### config.mk
export PLATFORM = sky130hd
export DESIGN_NAME = ex_wb_stage
export DESIGN_NICKNAME = d
export VERILOG_FILES = /design/src/rtl/ex_wb_stage_pkg.sv /design/src/rtl/ex_wb_stage_alu.sv /design/src/rtl/ex_wb_stage.sv
export SDC_FILE = /design/constraint.sdc
export NUM_CORES = 1
export LEC_CHECK = 0
export ABC_AREA = 1
export CORE_MARGIN = 2
export CORE_UTILIZATION = 32
export DETAILED_ROUTE_END_ITERATION = 10
export REMOVE_ABC_BUFFERS = 1
export SLEW_MARGIN = 20
export SYNTH_ARGS = -nofsm -noshare
export SYNTH_HDL_FRONTEND = slang
export SYNTH_SLANG_ARGS = --single-unit
### constraint.sdc
create_clock -name clk -period 6.9 [get_ports clk]
set_clock_uncertainty 0.15 [all_clocks]
set_input_delay 2.07 -clock clk [delete_from_list [all_inputs] [get_ports clk]]
set_output_delay 2.07 -clock clk [all_outputs]
set_load 0.01 [all_outputs]
### src/rtl/ex_wb_stage_pkg.sv
// Shared encodings for the EX/WB stage: func3 codes, FSM states and load/store lane helpers.
package ex_wb_stage_pkg;

  typedef enum logic {
    ST_RUN  = 1'b0,
    ST_WAIT = 1'b1
  } state_e;

  localparam logic [2:0] F3_ADD  = 3'b000;
  localparam logic [2:0] F3_SLL  = 3'b001;
  localparam logic [2:0] F3_SLT  = 3'b010;
  localparam logic [2:0] F3_SLTU = 3'b011;
  localparam logic [2:0] F3_XOR  = 3'b100;
  localparam logic [2:0] F3_SR   = 3'b101;
  localparam logic [2:0] F3_OR   = 3'b110;
  localparam logic [2:0] F3_AND  = 3'b111;

  localparam logic [2:0] F3_BEQ  = 3'b000;
  localparam logic [2:0] F3_BNE  = 3'b001;
  localparam logic [2:0] F3_BLT  = 3'b100;
  localparam logic [2:0] F3_BGE  = 3'b101;
  localparam logic [2:0] F3_BLTU = 3'b110;
  localparam logic [2:0] F3_BGEU = 3'b111;

  localparam logic [2:0] F3_LB   = 3'b000;
  localparam logic [2:0] F3_LH   = 3'b001;
  localparam logic [2:0] F3_LW   = 3'b010;
  localparam logic [2:0] F3_LBU  = 3'b100;
  localparam logic [2:0] F3_LHU  = 3'b101;

  localparam logic [2:0] F3_SB   = 3'b000;
  localparam logic [2:0] F3_SH   = 3'b001;
  localparam logic [2:0] F3_SW   = 3'b010;

  // size = func3[1:0]: 00 byte, 01 half, 10 word; 11 is never a legal access
  function automatic logic access_ok(input logic [1:0] size, input logic [1:0] lo);
    case (size)
      2'b00:   access_ok = 1'b1;
      2'b01:   access_ok = ~lo[0];
      2'b10:   access_ok = (lo == 2'b00);
      default: access_ok = 1'b0;
    endcase
  endfunction

  function automatic logic [31:0] load_align(input logic [31:0] raw, input logic [1:0] lane,
                                             input logic [2:0] f3);
    logic [31:0] sh;
    sh = raw >> {lane, 3'b000};
    case (f3)
      F3_LB:   load_align = {{24{sh[7]}}, sh[7:0]};
      F3_LH:   load_align = {{16{sh[15]}}, sh[15:0]};
      F3_LBU:  load_align = {24'd0, sh[7:0]};
      F3_LHU:  load_align = {16'd0, sh[15:0]};
      default: load_align = sh;
    endcase
  endfunction

endpackage

### src/rtl/ex_wb_stage_alu.sv
// Combinational RV32I ALU plus branch comparator on the bypassed source operands.
module ex_alu
  import ex_wb_stage_pkg::*;
(
  input  logic [31:0] i_rs1,
  input  logic [31:0] i_rs2,
  input  logic [31:0] i_op2,
  input  logic [2:0]  i_func3,
  input  logic        i_subtype,
  output logic [31:0] o_result,
  output logic        o_br_taken
);

  logic w_eq, w_lt, w_ltu;

  assign w_eq  = (i_rs1 == i_rs2);
  assign w_lt  = ($signed(i_rs1) < $signed(i_rs2));
  assign w_ltu = (i_rs1 < i_rs2);

  always_comb begin
    o_result = '0;
    case (i_func3)
      F3_ADD:  o_result = i_subtype ? (i_rs1 - i_op2) : (i_rs1 + i_op2);
      F3_SLL:  o_result = i_rs1 << i_op2[4:0];
      F3_SLT:  o_result = {31'd0, $signed(i_rs1) < $signed(i_op2)};
      F3_SLTU: o_result = {31'd0, i_rs1 < i_op2};
      F3_XOR:  o_result = i_rs1 ^ i_op2;
      F3_SR:   o_result = i_subtype ? $unsigned($signed(i_rs1) >>> i_op2[4:0])
                                    : (i_rs1 >> i_op2[4:0]);
      F3_OR:   o_result = i_rs1 | i_op2;
      F3_AND:  o_result = i_rs1 & i_op2;
      default: o_result = '0;
    endcase
  end

  always_comb begin
    o_br_taken = 1'b0;
    case (i_func3)
      F3_BEQ:  o_br_taken = w_eq;
      F3_BNE:  o_br_taken = ~w_eq;
      F3_BLT:  o_br_taken = w_lt;
      F3_BGE:  o_br_taken = ~w_lt;
      F3_BLTU: o_br_taken = w_ltu;
      F3_BGEU: o_br_taken = ~w_ltu;
      default: o_br_taken = 1'b0;
    endcase
  end

endmodule

### src/rtl/ex_wb_stage.sv
// Execute/writeback stage: ALU, branch resolution, data-memory FSM and registered wb bundle.
module ex_wb_stage
  import ex_wb_stage_pkg::*;
#(
  parameter int MEM_TIMEOUT = 16
) (
  input  logic        clk,
  input  logic        reset,
  input  logic        ex_valid,
  input  logic [31:0] ex_pc,
  input  logic [31:0] ex_imm,
  input  logic        ex_imm_sel,
  input  logic        ex_alu,
  input  logic        ex_lui,
  input  logic        ex_jal,
  input  logic        ex_jalr,
  input  logic        ex_branch,
  input  logic        ex_mem_write,
  input  logic        ex_mem_to_reg,
  input  logic [2:0]  ex_func3,
  input  logic        ex_subtype,
  input  logic [4:0]  ex_rd,
  input  logic [31:0] ex_rs1,
  input  logic [31:0] ex_rs2,
  output logic        dmem_req,
  output logic        dmem_we,
  output logic [31:0] dmem_addr,
  output logic [31:0] dmem_wdata,
  output logic [3:0]  dmem_be,
  input  logic        dmem_ready,
  input  logic [31:0] dmem_rdata,
  output logic        redirect,
  output logic [31:0] redirect_pc,
  output logic        stall,
  output logic [31:0] wb_result,
  output logic [31:0] wb_read_data,
  output logic [4:0]  wb_dest_reg_sel,
  output logic        wb_alu_to_reg,
  output logic        wb_mem_to_reg,
  output logic        wb_stall,
  output logic        exception
);

  localparam logic [31:0] TO_LAST = (MEM_TIMEOUT == 0) ? 32'd0 : 32'(MEM_TIMEOUT - 1);

  state_e      r_state;
  logic        r_squash;
  logic [31:0] r_cnt;
  logic [31:0] r_addr, r_wdata, r_res;
  logic [3:0]  r_be;
  logic [2:0]  r_func3;
  logic [4:0]  r_rd;
  logic        r_we, r_load;

  logic [31:0] w_op2, w_alu, w_result, w_mem_addr, w_target;
  logic [31:0] w_st_wdata, w_sel_addr, w_sel_wdata, w_sel_res;
  logic [3:0]  w_st_be, w_sel_be;
  logic [2:0]  w_sel_f3;
  logic [4:0]  w_sel_rd;
  logic        w_br_taken, w_jump, w_active, w_tgt_misal, w_redirect;
  logic        w_mem, w_mem_ok, w_mem_misal, w_mem_go, w_wait, w_timeout;
  logic        w_req, w_retire, w_sel_we, w_sel_load, w_we_now;

  assign w_op2 = ex_imm_sel ? ex_imm : ex_rs2;

  ex_alu u_alu (
    .i_rs1      (ex_rs1),
    .i_rs2      (ex_rs2),
    .i_op2      (w_op2),
    .i_func3    (ex_func3),
    .i_subtype  (ex_subtype),
    .o_result   (w_alu),
    .o_br_taken (w_br_taken)
  );

  assign w_result   = ex_lui ? ex_imm : ((ex_jal | ex_jalr) ? (ex_pc + 32'd4) : w_alu);
  assign w_mem_addr = ex_rs1 + ex_imm;
  assign w_target   = ex_jalr ? (w_mem_addr & ~32'd1) : (ex_pc + ex_imm);
  assign w_jump     = ex_jal | ex_jalr | (ex_branch & w_br_taken);

  assign w_active    = ex_valid && !r_squash && (r_state == ST_RUN);
  assign w_tgt_misal = w_active && w_jump && w_target[1];
  assign w_redirect  = w_active && w_jump && !w_target[1];

  assign w_mem       = ex_mem_write | ex_mem_to_reg;
  assign w_mem_ok    = access_ok(ex_func3[1:0], w_mem_addr[1:0]);
  assign w_mem_misal = w_active && w_mem && !w_mem_ok;
  assign w_mem_go    = w_active && w_mem && w_mem_ok;

  assign w_wait    = (r_state == ST_WAIT);
  assign w_timeout = (MEM_TIMEOUT != 0) && w_wait && !dmem_ready && (r_cnt == TO_LAST);
  assign w_req     = w_mem_go || w_wait;
  assign w_retire  = (w_active && !(w_mem_go && !dmem_ready)) || (w_wait && dmem_ready);

  always_comb begin
    w_st_wdata = ex_rs2;
    w_st_be    = 4'b1111;
    case (ex_func3[1:0])
      2'b00: begin
        w_st_wdata = {4{ex_rs2[7:0]}};
        w_st_be    = 4'b0001 << w_mem_addr[1:0];
      end
      2'b01: begin
        w_st_wdata = {2{ex_rs2[15:0]}};
        w_st_be    = w_mem_addr[1] ? 4'b1100 : 4'b0011;
      end
      default: ;
    endcase
  end

  assign w_we_now = (ex_rd != 5'd0) && !ex_mem_write && !ex_branch && !w_mem_misal && !w_tgt_misal;

  // While waiting, the access and its wb fields come from the copy taken at issue
  assign w_sel_addr  = w_wait ? r_addr  : w_mem_addr;
  assign w_sel_wdata = w_wait ? r_wdata : w_st_wdata;
  assign w_sel_be    = w_wait ? r_be    : w_st_be;
  assign w_sel_f3    = w_wait ? r_func3 : ex_func3;
  assign w_sel_rd    = w_wait ? r_rd    : ex_rd;
  assign w_sel_res   = w_wait ? r_res   : w_result;
  assign w_sel_load  = w_wait ? r_load  : (ex_mem_to_reg && !w_mem_misal);
  assign w_sel_we    = w_wait ? (r_load && (r_rd != 5'd0)) : w_we_now;

  assign dmem_req    = reset & w_req;
  assign dmem_we     = dmem_req & (w_wait ? r_we : ex_mem_write);
  assign dmem_addr   = dmem_req ? {w_sel_addr[31:2], 2'b00} : '0;
  assign dmem_wdata  = dmem_req ? w_sel_wdata : '0;
  assign dmem_be     = dmem_req ? w_sel_be : '0;

  assign redirect    = reset & w_redirect;
  assign redirect_pc = redirect ? w_target : '0;
  assign stall       = reset & ((w_mem_go && !dmem_ready) || (w_wait && !dmem_ready && !w_timeout));

  always_ff @(posedge clk or negedge reset) begin
    if (!reset) begin
      r_state         <= ST_RUN;
      r_squash        <= 1'b0;
      r_cnt           <= '0;
      r_addr          <= '0;
      r_wdata         <= '0;
      r_res           <= '0;
      r_be            <= '0;
      r_func3         <= '0;
      r_rd            <= '0;
      r_we            <= 1'b0;
      r_load          <= 1'b0;
      wb_result       <= '0;
      wb_read_data    <= '0;
      wb_dest_reg_sel <= '0;
      wb_alu_to_reg   <= 1'b0;
      wb_mem_to_reg   <= 1'b0;
      wb_stall        <= 1'b0;
      exception       <= 1'b0;
    end else begin
      if ((r_state == ST_RUN) && ex_valid)
        r_squash <= r_squash ? 1'b0 : w_redirect;

      if (w_mem_misal || w_tgt_misal || w_timeout)
        exception <= 1'b1;

      case (r_state)
        ST_RUN: begin
          if (w_mem_go && !dmem_ready) begin
            r_state <= ST_WAIT;
            r_cnt   <= '0;
            r_addr  <= w_mem_addr;
            r_wdata <= w_st_wdata;
            r_be    <= w_st_be;
            r_we    <= ex_mem_write;
            r_load  <= ex_mem_to_reg;
            r_func3 <= ex_func3;
            r_rd    <= ex_rd;
            r_res   <= w_result;
          end
        end
        ST_WAIT: begin
          if (dmem_ready || w_timeout) r_state <= ST_RUN;
          else                         r_cnt   <= r_cnt + 32'd1;
        end
        default: r_state <= ST_RUN;
      endcase

      if (w_retire) begin
        wb_result       <= w_sel_res;
        wb_dest_reg_sel <= w_sel_rd;
        wb_alu_to_reg   <= w_sel_we;
        wb_mem_to_reg   <= w_sel_load;
        wb_stall        <= 1'b0;
        if (w_sel_load)
          wb_read_data <= load_align(dmem_rdata, w_sel_addr[1:0], w_sel_f3);
      end else begin
        wb_alu_to_reg <= 1'b0;
        wb_mem_to_reg <= 1'b0;
        wb_stall      <= 1'b1;
      end
    end
  end

endmodule

==> impl_metrics.json <==
{
  "drt-initial-drc-count": 3574,
  "path_max_fanout": 4,
  "grtUsageMet2_pct": 49.3,
  "cts.path.max_buffers": 3,
  "fin_crit_sh_pct": 99.1,
  "grt_pass1_vias": 33600,
  "setup_slack_ns": 0.0607,
  "async_flop_share_pct": 100,
  "max_freq_mhz": 146,
  "use_met1_pct": 42.7,
  "yosysMostFrequentCell": "nand2_1",
  "dpl_cell_area_um2": 35700,
  "power_density_nw_per_um2": 195,
  "die_x_um": 299,
  "post-place-ws_ns": -1.19,
  "dp_hpwl_um": 119000,
  "num_vias": 35400,
  "slew_headroom_pct": 32.3,
  "clkLatencyLatePin_ns": 0.58,
  "fillers": 9398,
  "fin_crit_ns": 6.84,
  "cts_buffers": 26,
  "post-route-cell-area_um2": 38000,
  "cts_tree": "built",
  "cts_max_level": 1,
  "yosysUniqueCellTypes": 62,
  "drive_gt1_share_pct": 17.9,
  "path_clk_slew_ns": 0.06,
  "cts.hold.buffers_added": 0,
  "wl_per_cell_um": 22.3,
  "area_growth_pct": 36.1,
  "initial_utilization_pct": 32.2,
  "yosysWarnings": 0,
  "final_core_util_pct": 43.8,
  "p_leak_nw": 19.3,
  "path_class": "input port to primary output",
  "ys_ff_latch": 217,
  "antenna_found_initial": 8,
  "worst_pin_slew_ns": 1.01,
  "grt_max_degree": 79,
  "synth_top_area_share_pct": 19.7,
  "finalHoldViolCount": 0,
  "seq_area_frac_synth_pct": 19.5,
  "synthCells": 4725,
  "whs_ns": 0.320,
  "ys_top_cells_by_area": "nand2_1 (20%), dfrtp_1 (19%), ha_1 (10%)",
  "syn_avg_cell_area_um2": 5.90,
  "ant_nets": 0,
  "ys.flop_type": "dfrtp_1",
  "num_io_pins": 358,
  "core_area_um2": 86600,
  "grt_use_total_pct": 31.7,
  "clkSinkCount": 217,
  "cts_root_buf": "clkbuf_16",
  "yosysTopAreaCell": "nand2_1",
  "crit_required_ns": 4.68,
  "die-area_um2": 89500,
  "die_h_um": 299,
  "setup_viol": 0,
  "drv_slew": 0,
  "viasPerCell": 5.35,
  "rows": 108,
  "drc": 0,
  "status": "finished, final reports clean",
  "gp_congestion": 1.03,
  "portBuffers": 353,
  "netlist_area_um2": 27900,
  "drv_cap": 0,
  "critical_path_arrival_ns": 4.62,
  "first_pass_iters": 6,
  "fin_cells": 6621,
  "place_inst": 6531,
  "grt_pass1_wl_um": 213000,
  "wl_um": 148000,
  "end_kind": "primary output",
  "synth_commonest_cells": "nand2_1 (1463), inv_1 (519), nand3_1 (432)",
  "synth_edf_count": 0,
  "hp-class": "flip-flop to flip-flop",
  "grt.overflow.total": 0,
  "ir_drop_mv": 0.182,
  "worst_setup_path_start_kind": "input port",
  "num-nets-final": 5848,
  "grt_busiest_layer": "met2",
  "gr-usage-met3_pct": 4.33
}
## worst paths after layout
kind                             start          endpoint  slack [ns]  depth (start not counted)
setup / recovery            ex_imm[22]   redirect_pc[31]        0.06                         14
hold / removal             r_wdata[15]       r_wdata[15]        0.32                          2
setup reg to reg               r_state  wb_read_data[16]        3.08                         13
hold reg to reg            r_wdata[15]       r_wdata[15]        0.32                          2
max in group asynchronous        reset       r_wdata[14]        3.03                          4
min in group asynchronous        reset         r_addr[8]        1.55                          2
## power breakdown
part / switching [mW] / internal, mW
Sequential: 0.284 / 1.75
Clock: 0.615 / 0.905
Combinational: 2.27 / 1.56
## per-stage QoR
step,total power [mW],setup TNS [ns]
2_1_floorplan,3.85,-7.37
3_5_place_dp,5.68,-88.06
6_report,7.38,0
4_1_cts,7.30,-0.983
3_3_place_gp,5.65,-85.74
5_1_grt,7.87,-0.315
## cells in the final DEF (no fill, tap or decap), types with 48 or more instances in the layout
| cell type | count |
|---|---|
| nand2_1 | 1439 |
| o21ai_0 | 330 |
| buf_4 | 509 |
| nor2_1 | 373 |
| ha_1 | 178 |
| nor3_1 | 63 |
| o21ai_1 | 59 |
| dlygate4sd2_1 | 67 |
| a21oi_1 | 289 |
| clkdlybuf4s50_1 | 142 |
| o211ai_1 | 59 |
| a21oi_2 | 48 |
| dfrtp_1 | 216 |
| nand3_1 | 424 |
| xor2_1 | 53 |
| inv_1 | 496 |
| nand4_1 | 51 |
| buf_2 | 54 |
## cell type report
type	count	area [um^2]	area share, %
multi-input combinational	3764	20600	54.4
timing repair buffer	890	7440	19.6
sequential	217	5430	14.3
inverter	541	2070	5.44
tap	1155	1450	3.81
clock buffer	35	744	1.96
clock inverter	12	179	0.471
antenna	7	17.5	0.0461
## routing by layer
metal  vias to the layer above  wire [um]
met1                     16600      62900
met2                      1547      64200
met5                         -          0
met3                       273      11800
li1                      17000          -
met4                         0       8830
## kinds of logic (layout without fill, tap and decap cells)
family	count (synthesis)	after routing	share of synthesized area, %
AND/OR/NAND/NOR	2496	2496	37.3
AO/OA/AOI/OAI	961	961	19.5
buffers and inverters	746	1478	10.9
adder cells (fa/ha/maj)	227	227	10.3
flip-flops	217	217	19.5
XOR/XNOR	77	77	2.42
other	1	10	0.0135
## worst max-delay path: stages
cell             delay, ns
clkdlybuf4s50_1       0.50
ha_1                  0.39
a21oi_1               0.20
o21ai_0               0.14
a21oi_1               0.20
nand3_2               0.18
buf_6                 0.17
a31oi_4               0.14
xnor2_2               0.16
buf_4                 0.16
nand2_1               0.04
nand2_1               0.11
nor2_1                0.04
buf_2                 0.13
## timing repair
action                     in CTS  in global routing
setup endpoints to repair     101                 98
setup buffers                  22                 14
cloned                          4                  0
gates resized for setup       572                235
pin swaps                      65                 69
No activity file was read; power rests on OpenSTA's default activity.
